$ cat config.mk
export PLATFORM = sky130hd
export DESIGN_NAME = flux_rr_scheduler
export DESIGN_NICKNAME = d
export VERILOG_FILES = /design/src/rtl/flux_rr_scheduler.sv
export SDC_FILE = /design/constraint.sdc
export NUM_CORES = 1
export LEC_CHECK = 0
export CELL_PAD_IN_SITES_DETAIL_PLACEMENT = 1
export CELL_PAD_IN_SITES_GLOBAL_PLACEMENT = 1
export CORE_UTILIZATION = 33
export DETAILED_ROUTE_END_ITERATION = 7
export MAX_ROUTING_LAYER = met4
export PLACE_DENSITY_LB_ADDON = 0.12
export SYNTH_ARGS = -nofsm -noshare
export SYNTH_HDL_FRONTEND = slang
export SYNTH_SLANG_ARGS = --single-unit
$ cat constraint.sdc
create_clock -name clk -period 2.5 [get_ports clk]
set_input_delay 0.625 -clock clk [delete_from_list [all_inputs] [get_ports clk]]
set_output_delay 0.625 -clock clk [all_outputs]
set_load 0.01 [all_outputs]
$ cat src/rtl/flux_rr_scheduler.sv
// flux_rr_scheduler: round-robin flux scheduler for shared multi-flux actors.
// Returns a one-hot grant and a tag in the same cycle as req. A flux that fires
// without completing its block holds ownership until one of three things happens:
// its block ends, its burst quantum expires, or it stalls for too long.
// Optional macro FLUX_SCHED_STATS_EN adds per-flux saturating grant counters
// that are read through stat_sel/stat_cnt. Without it, stat_cnt is tied to 0.

`ifdef FLUX_SCHED_STATS_EN
// Per-flux 16-bit saturating grant counter.
module flux_sched_stat_ctr (
  input  logic        clk,
  input  logic        rst,
  input  logic        inc,
  output logic [15:0] cnt
);
  // count grants, stick at all-ones
  always_ff @(posedge clk) begin
    if (!rst)                        cnt <= '0;
    else if (inc && cnt != 16'hFFFF) cnt <= cnt + 16'd1;
  end
endmodule
`endif

module flux_rr_scheduler #(
  parameter int FLUX        = 2,
  parameter int TAG_WIDTH   = $clog2(FLUX),
  parameter int MAX_BURST   = 16,
  parameter int STALL_LIMIT = 4
) (
  input  logic                 clk,
  input  logic                 rst,
  input  logic [FLUX-1:0]      req,
  input  logic [FLUX-1:0]      last,
  output logic [FLUX-1:0]      grant,
  output logic [TAG_WIDTH-1:0] grant_tag,
  output logic                 grant_valid,
  output logic                 owner_lock,
  input  logic [TAG_WIDTH-1:0] stat_sel,
  output logic [15:0]          stat_cnt
);

  localparam int BW_RAW = $clog2(MAX_BURST + 1);
  localparam int BW     = (BW_RAW < 1) ? 1 : BW_RAW;
  localparam int SW_RAW = $clog2(STALL_LIMIT + 2);
  localparam int SW     = (SW_RAW < 1) ? 1 : SW_RAW;

  typedef enum logic {S_IDLE, S_LOCKED} state_t;

  state_t               state_q, state_d;
  logic [TAG_WIDTH-1:0] ptr_q, ptr_d;
  logic [TAG_WIDTH-1:0] owner_q, owner_d;
  logic [BW-1:0]        burst_q, burst_d;
  logic [SW-1:0]        stall_q, stall_d;

  logic                 arb_hit;
  logic [TAG_WIDTH-1:0] arb_idx;
  logic                 gnt_hit;
  logic [TAG_WIDTH-1:0] gnt_idx;
  logic                 fire;

  // (i+1) mod FLUX by explicit compare, so FLUX need not be a power of 2
  function automatic logic [TAG_WIDTH-1:0] wrap_inc(input logic [TAG_WIDTH-1:0] i);
    if (int'(i) >= FLUX - 1) return '0;
    return i + TAG_WIDTH'(1);
  endfunction

  // first requester at or after ptr, wrapping past FLUX-1 back to 0
  always_comb begin
    int                   c;
    logic [TAG_WIDTH-1:0] cidx;
    arb_hit = 1'b0;
    arb_idx = '0;
    c       = 0;
    cidx    = '0;
    for (int k = 0; k < FLUX; k++) begin
      c = int'(ptr_q) + k;
      if (c >= FLUX) c = c - FLUX;
      cidx = TAG_WIDTH'(c);
      if (!arb_hit && req[cidx]) begin
        arb_hit = 1'b1;
        arb_idx = cidx;
      end
    end
  end

  // next-state and grant selection; a release cycle still grants the owner
  always_comb begin
    state_d = state_q;
    ptr_d   = ptr_q;
    owner_d = owner_q;
    burst_d = burst_q;
    stall_d = stall_q;
    gnt_hit = 1'b0;
    gnt_idx = '0;
    case (state_q)
      S_IDLE: begin
        if (arb_hit) begin
          gnt_hit = 1'b1;
          gnt_idx = arb_idx;
          // a single-token block or a quantum of one never takes the lock
          if (last[arb_idx] || MAX_BURST == 1) begin
            ptr_d = wrap_inc(arb_idx);
          end else begin
            state_d = S_LOCKED;
            owner_d = arb_idx;
            burst_d = BW'(1);
            stall_d = '0;
          end
        end
      end
      S_LOCKED: begin
        if (req[owner_q]) begin
          gnt_hit = 1'b1;
          gnt_idx = owner_q;
          stall_d = '0;
          if (burst_q != '1) burst_d = burst_q + BW'(1);
          // block end and quantum expiry collapse into one release
          if (last[owner_q] || (MAX_BURST != 0 && int'(burst_q) + 1 == MAX_BURST)) begin
            state_d = S_IDLE;
            ptr_d   = wrap_inc(owner_q);
          end
        end else begin
          if (stall_q != '1) stall_d = stall_q + SW'(1);
          if (int'(stall_q) + 1 > STALL_LIMIT) begin
            state_d = S_IDLE;
            ptr_d   = wrap_inc(owner_q);
          end
        end
      end
      default: state_d = S_IDLE;
    endcase
  end

  // scheduler state registers, synchronous active-low reset
  always_ff @(posedge clk) begin
    if (!rst) begin
      state_q <= S_IDLE;
      ptr_q   <= '0;
      owner_q <= '0;
      burst_q <= '0;
      stall_q <= '0;
    end else begin
      state_q <= state_d;
      ptr_q   <= ptr_d;
      owner_q <= owner_d;
      burst_q <= burst_d;
      stall_q <= stall_d;
    end
  end

  // grant outputs are forced low while reset is asserted
  always_comb begin
    fire        = rst && gnt_hit;
    grant       = '0;
    for (int i = 0; i < FLUX; i++) grant[i] = fire && (gnt_idx == TAG_WIDTH'(i));
    grant_tag   = fire ? gnt_idx : '0;
    grant_valid = fire;
  end

  assign owner_lock = (state_q == S_LOCKED);

`ifdef FLUX_SCHED_STATS_EN
  logic [FLUX-1:0][15:0] cnt;

  for (genvar g = 0; g < FLUX; g++) begin : g_stat
    flux_sched_stat_ctr u_ctr (
      .clk (clk),
      .rst (rst),
      .inc (grant[g]),
      .cnt (cnt[g])
    );
  end

  // registered read port, out-of-range selects read 0
  always_ff @(posedge clk) begin
    if (!rst)                     stat_cnt <= '0;
    else if (int'(stat_sel) < FLUX) stat_cnt <= cnt[stat_sel];
    else                          stat_cnt <= '0;
  end
`else
  logic unused_stat_sel;
  assign unused_stat_sel = ^stat_sel;
  assign stat_cnt        = '0;
`endif

endmodule
==> summary.txt, run 1 <==
Clocking
  • Clock transition at path regs: ~80 ps
  • H-tree depth: 1
  • Clock latency on the worst-skew pair: 280 ps
  • Post-CTS Hold Fix Bufs: 0
  • Root buffer cell: clkbuf_4
  • Sink Count: 11
  • TritonCTS clock tree: yes
  • CTS Buf Count: 3
  • Clock Path Buffers: 2

Cells and area
  • P&R area growth vs syn: 18.4%
  • Count of non-filler cells in the finished layout: 157
  • # nets final: 139
  • Layout cells sized above 1: 0.244
  • Share of the core filled with cells: 0.421
  • Ant. Diodes: 0
  • Filler cell count: 320

Logic synthesis
  • Largest cells by area after synthesis: dfxtp_1 25%, buf_4 14%, ha_1 5.6%
  • Synth warnings: 0
  • Seq cells post-synth: 11
  • Post-synthesis cell type with the largest combined area: dfxtp_1
  • Post-synthesis mux area share: 0
  • Seq/Total Area, Yosys: 0.245
  • Mean Syn Cell Area: 8.31 sq um
  • Primary FF master, synth: dfxtp_1
  • Share of the synthesized area in the top cell type: 0.245
  • Post-synthesis xor/xnor area fraction: 0
  • Largest family of logic cells by synthesized area: compound AO/OA/AOI/OAI gates
  • Most frequent cells after synthesis: 17 x buf_4, 11 x dfxtp_1, 10 x nand2_1
  • Post-synth EDFFs: 0
  • Post-synthesis async set-or-reset flop share: 0
  • Syn Inst Count: 108
  • Count leader, synth: buf_4
  • Synth Cell Area: between 800 and 900 sq um
  • Simple-gate portion of the synthesized area: 0.254
  • Synth Area in Adders: 0.0558
  • Synth Area in Compound Gates: 0.264
  • Synth cell types: 41

Worst setup path
  • Startpoint Class: primary input
  • Data required, critical path: between 1500 and 2000 ps
  • Worst path cell trace: dlygate4sd2_1, and2b_1, or3_4, and3_1, clkdlybuf4s15_2
  • R2R setup slack: ~500 ps
  • Crit Path Max Fanout: 3
  • Crit Path Class: in -> out
  • Slowest CP cell: or3_4
  • Crit. End Element: output pin
  • Arrival time at the worst endpoint: roughly 1800 ps
  • Slowest stage delay, CP: about 340 ps

Die
  • Die Y: between 50 and 60 um
  • Core ar.: 2520 sq um
  • IO Pins: 28
  • Die W: 54.1 um
  • Initial Util: 0.356
  • Die area: 2930 sq um
  • Row cnt: 18

Pwr
  • VDD IR max: ~280 uV
  • Pwr dens: 451 nW/um^2
  • PnR Total Power: 479 uW
  • Leak: about 0.00046 uW

Timing
  • FMAX: about 410 MHz
  • Hold Vio Cnt, Final: 0
  • Minimum clock period: about 2400 ps
  • Final period util: 0.964
  • Max Slew Vio Count: 0
  • RSZ-0062 raised after global routing: false
  • Setup Viol. Count Final: 0
  • Skew final: 4.79 ps

Route
  • Routed WL: 1.99 mm
  • Vias/cell: 4.93
  • # DRC: 0
  • Pre-antenna DRT Iters: 3
  • WL/cell: 12.7 um
  • Vias: 774
  • Post-DRT Antenna Nets: 0
  • DR iter-0 viols: 8

Status
  • Outcome: finished, final reports clean

Placed design
  • Dpl cells: 153
  • Port Buffers: 10
  • GPL Wtd Cong: 0.794
  • Post-DP HPWL: 1.60 mm

Global route
  • Largest net degree at the start of global routing: 11
  • First-pass GRT wire length: 3.22 mm
  • Remaining Overflow, GRT: 0
  • Initial antenna violation count: 0
  • GRT Util Overall: 0.164
  • Number of global-route vias before repair: around 730

Worst hold path
  • Hold Path Class: reg -> reg

Job
  • Max Cap Viol: 0
-- cells in the final DEF, fill, tap and decap left out, types with 3 or more instances in the layout --
cell / n
clkdlybuf4s15_2: 3
clkbuf_4: 3
ha_1: 4
dfxtp_1: 11
nor2_1: 9
o21ai_0: 4
a21oi_1: 6
nand2_1: 10
nand2b_1: 3
conb_1: 16
buf_4: 8
clkdlybuf4s50_1: 4
nand3_1: 3
inv_1: 6
-- worst max-delay path, delay by kind of cell --
| kind | cells | cell delay, ps |
|---|---|---|
| simple gates | 3 | 680 |
| buf+inv | 2 | 470 |
-- cell families after synthesis --
family / after synthesis
AO/OA/AOI/OAI: 27
adder cells (fa/ha/maj): 4
buffers and inverters: 25
flip-flops: 11
other: 1
AND/OR/NAND/NOR: 40
-- worst paths after layout --
| path | startpoint | end | depth (start not counted) |
|---|---|---|---|
| hold / removal | burst_q[2]$_SDFFE_PN0P_ | burst_q[2]$_SDFFE_PN0P_ | 1 |
| setup reg to reg | burst_q[0]$_SDFFE_PN0P_ | ptr_q$_SDFFE_PN0P_ | 7 |
| setup / recovery | req[0] | grant[0] | 5 |
| hold reg to reg | burst_q[2]$_SDFFE_PN0P_ | burst_q[2]$_SDFFE_PN0P_ | 1 |
-- registers in the layout, summed over array words and instances (netlist names) --
signal      count
burst_q         5
owner_lock      1
owner_q         1
ptr_q           1
stall_q         3
-- repair_timing --
action | CTS | global route
setup endpoints to repair | 4 | 0
resized for setup | 16 | 0
endpoints found under the hold margin | 0 | 0
setup buffers | 0 | 0
-- final cells by class --
cell class / instances / area, sq um / share of cell area
multi-input cells: 87 / 583 / 0.549
flip-flops and latches: 11 / 220 / 0.207
repair buffers: 19 / 173 / 0.163
well taps: 30 / 37.5 / 0.0353
clock buffers: 4 / 26.3 / 0.0247
inverters: 6 / 22.5 / 0.0212
-- through the flow --
step / TNS, ps / worst slack (ps) / instance area, sq um / hold slack (ps)
after floorplan: 0 / 291 / 953 / 444
after global placement: -1460 / -408 / 1020 / 470
after detailed placement: -1620 / -446 / 1020 / 483
after CTS: 0 / 82.8 / 1060 / 503
after global routing: 0 / 11.5 / 1060 / 521
final: 0 / 89.9 / 1060 / 496
-- power breakdown --
part	internal, uW	switching (uW)	total (uW)
combinational	67.3	81.2	148
sequential	186	15.0	201
clock	61.9	68.3	130
-- metal layers --
layer | wire [um] | track usage | vias to the layer above
li1 | - | - | 390
met1 | 948 | 0.198 | 362
met2 | 936 | 0.256 | 18
met4 | 45 | 0.0769 | 0
met5 | 0 | - | -
met3 | 56 | 0.0339 | 4
(Power assumes the default switching activity.)
==> run 2, diff against run 1 <==
--- a/config.mk
+++ b/config.mk
@@ -8,6 +8,7 @@
 export CELL_PAD_IN_SITES_DETAIL_PLACEMENT = 1
 export CELL_PAD_IN_SITES_GLOBAL_PLACEMENT = 1
 export CORE_UTILIZATION = 33
+export CTS_CLUSTER_SIZE = 30
 export DETAILED_ROUTE_END_ITERATION = 7
 export MAX_ROUTING_LAYER = met4
 export PLACE_DENSITY_LB_ADDON = 0.12
==> results of run 2 <==
Same layout as run 1: the final DEF is identical, and so are final timing and power.
